==> src/rtl/spike_event_queue.sv <==
// Spike event queue: accepts per-timestep spike frames (one bit per neuron lane),
// serialises the set lanes into {timestep, neuron_id} events in ascending lane
// order, and buffers them in a DEPTH-entry FIFO for a downstream consumer.
//
// Ports:
//   clk, reset           clock, asynchronous active-low reset
//   in_valid/in_ready    frame handshake; in_ready is high only while idle
//   spike_mask           fired lanes of the offered frame
//   base_id, timestep    neuron ID of lane 0 and timestep tag of the frame
//   out_valid/out_ready  event handshake at the FIFO head
//   out_event            {timestep, neuron_id} of the FIFO head (0 when empty)
//   fifo_level           current FIFO occupancy
//   frame_done           one-cycle pulse once a frame has been fully queued
//   spike_count          saturating count of events pushed since reset
module spike_event_queue #(
  parameter int unsigned LANES = 16,
  parameter int unsigned DEPTH = 8
) (
  input  logic                     clk,
  input  logic                     reset,
  input  logic                     in_valid,
  output logic                     in_ready,
  input  logic [LANES-1:0]         spike_mask,
  input  logic [15:0]              base_id,
  input  logic [15:0]              timestep,
  output logic                     out_valid,
  input  logic                     out_ready,
  output logic [31:0]              out_event,
  output logic [$clog2(DEPTH):0]   fifo_level,
  output logic                     frame_done,
  output logic [15:0]              spike_count
);

  localparam int unsigned PtrW  = $clog2(DEPTH);
  localparam int unsigned LvlW  = PtrW + 1;
  localparam int unsigned LaneW = (LANES > 1) ? $clog2(LANES) : 1;

  typedef enum logic [0:0] {StIdle, StScan} state_e;

  state_e            state_q, state_d;
  logic [LANES-1:0]  mask_q, mask_d, mask_rest;
  logic [15:0]       base_q, base_d;
  logic [15:0]       ts_q, ts_d;
  logic              frame_done_q, frame_done_d;
  logic [15:0]       count_q;
  logic [LvlW-1:0]   level_q;
  logic [PtrW-1:0]   wr_ptr_q, rd_ptr_q;
  logic [31:0]       mem_q [DEPTH];

  logic [LaneW-1:0]  lane_idx;
  logic [15:0]       neuron_id;
  logic              pop, push_ok, push;

  assign in_ready   = (state_q == StIdle);
  assign out_valid  = (level_q != '0);
  assign pop        = out_valid && out_ready;
  // A full FIFO still takes a push when the head leaves on the same edge.
  assign push_ok    = (level_q < LvlW'(DEPTH)) || pop;
  assign push       = (state_q == StScan) && push_ok;
  // Clears the lowest set bit.
  assign mask_rest  = mask_q & (mask_q - LANES'(1));
  assign neuron_id  = base_q + 16'(lane_idx);

  // Lowest-index set lane of the pending mask.
  always_comb begin
    lane_idx = '0;
    for (int i = LANES - 1; i >= 0; i--) begin
      if (mask_q[i]) lane_idx = LaneW'(i);
    end
  end

  always_comb begin
    state_d      = state_q;
    mask_d       = mask_q;
    base_d       = base_q;
    ts_d         = ts_q;
    frame_done_d = 1'b0;
    unique case (state_q)
      StIdle: begin
        if (in_valid) begin
          mask_d = spike_mask;
          base_d = base_id;
          ts_d   = timestep;
          if (spike_mask == '0) frame_done_d = 1'b1;
          else                  state_d      = StScan;
        end
      end
      StScan: begin
        if (push_ok) begin
          mask_d = mask_rest;
          if (mask_rest == '0) begin
            state_d      = StIdle;
            frame_done_d = 1'b1;
          end
        end
      end
      default: state_d = StIdle;
    endcase
  end

  always_ff @(posedge clk or negedge reset) begin
    if (!reset) begin
      state_q      <= StIdle;
      mask_q       <= '0;
      base_q       <= '0;
      ts_q         <= '0;
      frame_done_q <= 1'b0;
      count_q      <= '0;
      level_q      <= '0;
      wr_ptr_q     <= '0;
      rd_ptr_q     <= '0;
    end else begin
      state_q      <= state_d;
      mask_q       <= mask_d;
      base_q       <= base_d;
      ts_q         <= ts_d;
      frame_done_q <= frame_done_d;
      if (push && (count_q != 16'hFFFF)) count_q <= count_q + 16'd1;
      if (push) wr_ptr_q <= wr_ptr_q + PtrW'(1);
      if (pop)  rd_ptr_q <= rd_ptr_q + PtrW'(1);
      if (push && !pop)      level_q <= level_q + LvlW'(1);
      else if (pop && !push) level_q <= level_q - LvlW'(1);
    end
  end

  // Storage needs no reset: entries are only visible through out_event while counted.
  always_ff @(posedge clk) begin
    if (push) mem_q[wr_ptr_q] <= {ts_q, neuron_id};
  end

  // Gating keeps out_event at zero when empty, so a push is never bypassed.
  assign out_event   = out_valid ? mem_q[rd_ptr_q] : 32'h0;
  assign fifo_level  = level_q;
  assign frame_done  = frame_done_q;
  assign spike_count = count_q;

endmodule
==> config.mk <==
export PLATFORM = sky130hd
export DESIGN_NAME = spike_event_queue
export DESIGN_NICKNAME = d
export VERILOG_FILES = /design/src/rtl/spike_event_queue.sv
export SDC_FILE = /design/constraint.sdc
export NUM_CORES = 1
export LEC_CHECK = 0
export ABC_CLOCK_PERIOD_IN_PS = 15400
export BUFFER_PORTS_ARGS = -buffer_cell sky130_fd_sc_hd__buf_4
export CAP_MARGIN = 20
export CORE_MARGIN = 2
export CORE_UTILIZATION = 55
export CTS_CLUSTER_SIZE = 20
export DETAILED_ROUTE_END_ITERATION = 8
export GPL_ROUTABILITY_DRIVEN = 0
export PLACE_DENSITY_LB_ADDON = 0.2
export SLEW_MARGIN = 10
export SYNTH_ARGS = -nofsm -noshare
export SYNTH_HDL_FRONTEND = slang
export SYNTH_SLANG_ARGS = --single-unit
==> constraint.sdc <==
create_clock -name clk -period 15.4 [get_ports clk]
set_clock_uncertainty 0.15 [all_clocks]
set_input_delay 0.77 -clock clk [delete_from_list [all_inputs] [get_ports clk]]
set_output_delay 0.77 -clock clk [all_outputs]
set_load 0.01 [all_outputs]
==> load_flow_metrics.sql <==
INSERT INTO impl_metrics (metric_group, metric, value, unit) VALUES
('floorplanning', 'coreArea', '24300', 'um2'),
('global_routing', 'grt_first_pass_wirelength', '42.4', 'mm'),
('final_layout', 'layout.cells.most_common', 'edfxtp_1', ''),
('detailed_routing', 'drc', '0', ''),
('pwr', 'cellLeakagePower', '6.00', 'nW'),
('worst_setup_path', 'crit_slowest_cell', 'buf_4', ''),
('sta', 'finalWorstPathRequiredPeriod', '4050', 'ps'),
('cts', 'htree_levels', '1', ''),
('cts', 'clockBufferDepth', '3', ''),
('sta', 'slew_headroom', '0.403', ''),
('cts', 'cts.root.buffer_cell', 'clkbuf_16', ''),
('detailed_routing', 'num_vias', '7516', ''),
('worst_setup_path', 'required', '14480', 'ps'),
('synth', 'synth.area.top_cells', 'edfxtp_1 (56%), dfrtp_1 (14%), mux4_2 (11%), nand2_1 (3.5%), mux2i_1 (2.3%)', ''),
('flow_run', 'max_cap_violations', '0', ''),
('synth', 'largest_area_contributor_in_the_synthesized_netlist', 'edfxtp_1', ''),
('worst_setup_path', 'timing.critical_path.cells', 'buf_4, mux4_2, mux2i_1, nor2_1, buf_4', ''),
('pwr', 'power.density_cell_area', '228', 'nW/um2'),
('cts', 'clkTransAtPathRegs', '60', 'ps'),
('worst_setup_path', 'critical_path.startpoint_type', 'flop', ''),
('synth', 'sequential_element_share_of_the_synthesized_area', '0.704', ''),
('floorplanning', 'floorplan.io_pins', '107', ''),
('synth', 'synth.distinct_cells', '50', ''),
('final_layout', 'drive_above_1_share', '0.262', ''),
('worst_setup_path', 'cp_num_buf_inv', '2', ''),
('cts', 'tritoncts.num_buffers', '31', ''),
('global_routing', 'grt.total_usage', '0.213', ''),
('cts', 'tritoncts', 'yes', ''),
('sta', 'max_slew.worst_pin.slew', '896', 'ps'),
('sta', 'worst_slack', '11350', 'ps'),
('detailed_routing', 'drt_iter0_markers', '629', ''),
('sta', 'fmax', '247', 'MHz'),
('synth', 'avgSynthCellArea', '16.1', 'um2'),
('sta', 'final-hold-violation-count', '0', ''),
('floorplanning', 'chipWidth', '161', 'um'),
('synth', 'ys_dominant_reg_cell', 'edfxtp_1', ''),
('floorplanning', 'row_count', '57', ''),
('floorplanning', 'starting_utilization_of_the_core_area', '0.560', ''),
('final_layout', 'antennaDiodeCount', '0', ''),
('worst_setup_path', 'critical-path-top-cell-by-count', 'buf_4', ''),
('global_routing', 'grt_pass1_vias', '7559', ''),
('synth', 'synth.net_count', '911', ''),
('cts', 'clock_sinks', '332', ''),
('detailed_routing', 'viasPerCell', '5.74', ''),
('synth', 'synth.yosys.warnings', '0', ''),
('synth', 'async_reset_ff_frac', '0.229', ''),
('final_layout', 'mostFrequentLayoutCells', 'edfxtp_1 (256), nand2_1 (126), buf_4 (122), dfrtp_1 (73), mux4_2 (64)', ''),
('final_layout', 'fillCellCount', '1665', ''),
('synth', 'area_share_of_the_leading_cell_type_in_the_synthesized_netlist', '0.564', ''),
('worst_hold_path', 'class_of_the_tightest_hold_or_removal_check', 'in -> reg', ''),
('worst_setup_path', 'largest_fanout_on_the_critical_path', '43', ''),
('synth', 'netlist_area', '13600', 'um2'),
('sta', 'finalSetupViolations', '0', ''),
('cts', 'post_cts_resized', '0', ''),
('global_routing', 'globalRouteOverflowTotal', '0', ''),
('floorplanning', 'die_area', '26100', 'um2'),
('placement', 'buffer_ports.inserted', '106', ''),
('global_routing', 'antenna_found_initial', '0', ''),
('worst_setup_path', 'critical_path.top_delay_family', 'buffers and inverters', ''),
('detailed_routing', 'wl', '27.1', 'mm'),
('worst_setup_path', 'critical_path_arrival', '3130', 'ps'),
('pwr', 'worst_ir_drop_vdd', '0.141', 'mV'),
('placement', 'post-place-ws', '11840', 'ps'),
('detailed_routing', 'wl_per_cell', '20.7', 'um'),
('synth', 'synth-seq-cells', '332', ''),
('placement', 'place_hpwl', '15.4', 'mm'),
('synth', 'synth_edf_count', '256', ''),
('sta', 'fin_crit_share', '0.263', ''),
('floorplanning', 'die-height', '161', 'um'),
('detailed_routing', 'ant_nets', '0', ''),
('synth', 'synthCells', '847', ''),
('worst_setup_path', 'critical_path.max_stage_delay', '760', 'ps'),
('sta', 'maxSlewViolCount', '0', ''),
('cts', 'clkLatencyLatePin', '550', 'ps'),
('detailed_routing', 'drt_pass1_iterations', '4', ''),
('worst_setup_path', 'crit_path_category', 'reg -> out', ''),
('final_layout', 'num-nets-final', '1027', ''),
('outcome', 'result_of_the_run', 'completed', ''),
('sta', 'rsz0062_at_grt', 'no', ''),
('worst_setup_path', 'worstSetupEndpointType', 'output port', ''),
('global_routing', 'grt_start_max_net_pins', '62', ''),
('sta', 'totalNegativeSetupSlack', '0', 'ps'),
('final_layout', 'area_growth', '16.3', '%');
synth_stat cells (all sizes together), types with 4 or more instances:
master    n
a21o      5
a21oi    12
a22o     13
a31oi     4
buf      13
clkbuf   27
dfrtp    76
edfxtp  256
ha       10
inv      15
mux2i    32
mux4     64
nand2   127
nand2b    5
nand3    11
nand4     7
nor2     53
nor3      9
nor4     14
o21ai    26
xnor2    26
xor2      9
worst register-to-register path: stages, from the launching register on:
cell and delay [ps]:
dfrtp_1 440, inv_1 100, a21oi_1 80, o21bai_1 130, a21oi_1 90, o21ai_0 170, o2bb2ai_1 160, ha_1 220
inv_1 70, fa_1 410, nor2b_1 120, o21ai_0 80, nand2b_1 210, nand3_1 150, or2_2 330, xnor2_1 510
sequential cells by signal, summed over array words and instances (netlist names):
register and count:
mask_q 16, spike_count 16, ts_q 16, frame_done 1
fifo_level 4, mem_q 256, base_q 16, state_q 1
rd_ptr_q 3, wr_ptr_q 3
stage by stage:
step / utilization / cell area [um2] / cells / power [mW] / hold WS (ps)
after floorplan: - / 13600 / 847 / 2.44 / 302
after global placement: 0.611 / 14900 / 1253 / 2.89 / 304
after detailed placement: 0.611 / 14900 / 1253 / 2.93 / 326
after CTS: 0.652 / 15900 / 1310 / 3.65 / 248
after global routing: 0.652 / 15900 / 1310 / 3.83 / 254
final: 0.652 / 15900 / 1310 / 3.62 / 262
cell type report:
type / instances / area [um2] / share of cell area
Clock inverter: 18 / 118 / 0.00742
Clock buffer: 38 / 865 / 0.0545
Multi-Input combinational cell: 460 / 3880 / 0.245
Tap cell: 324 / 405 / 0.0256
Sequential cell: 332 / 9600 / 0.605
Timing Repair Buffer: 123 / 926 / 0.0584
Inverter: 15 / 56.3 / 0.00355
power breakdown:
part / switching [mW] / internal (mW) / leakage, nW
Clock: 0.310 / 0.414 / 0.493
Combinational: 0.717 / 0.583 / 2.20
Sequential: 0.190 / 1.40 / 3.31
Total: 1.22 / 2.40 / 6.00
cells by family after synthesis:
| family | after synthesis | share of synthesized area |
|---|---|---|
| AO/OA/AOI/OAI | 73 | 0.0348 |
| flip-flops | 332 | 0.704 |
| buffers and inverters | 55 | 0.0158 |
| AND/OR/NAND/NOR | 240 | 0.0788 |
| multiplexers | 99 | 0.132 |
| XOR/XNOR | 35 | 0.0225 |
| adder cells (fa/ha/maj) | 13 | 0.0129 |
per-layer routing:
layer	track usage	vias to the layer above	part of all wire	routed length, um
li1	-	3447	-	-
met1	0.312	3792	0.44	11800
met2	0.346	244	0.49	13100
met3	0.0257	33	0.059	1610
met4	0.0601	0	0.019	510
met5	0	-	0	0
worst paths after layout:
kind | cells past startpoint | from | slack [ps] | endpoint
worst max-delay path | 5 | rd_ptr_q[0]$_DFFE_PN0P_ | 11350 | out_event[2]
worst min-delay path | 3 | timestep[14] | 260 | ts_q[14]$_DFFE_PN0P_
worst max register to register | 15 | mask_q[14]$_DFFE_PN0P_ | 11680 | mem_q[3][8]$_DFFE_PP_
worst min register to register | 1 | rd_ptr_q[2]$_DFFE_PN0P_ | 340 | rd_ptr_q[2]$_DFFE_PN0P_
max in group asynchronous | 3 | reset | 13450 | rd_ptr_q[0]$_DFFE_PN0P_
min in group asynchronous | 2 | reset | 530 | ts_q[1]$_DFFE_PN0P_
repair_timing:
item | CTS | global route
buffers inserted | 0 | 0
endpoints found under the hold margin | 19 | 0
hold buffers | 1 | 0
setup endpoints to repair | 0 | 0
Note: power is estimated with default switching activity, not from simulation.
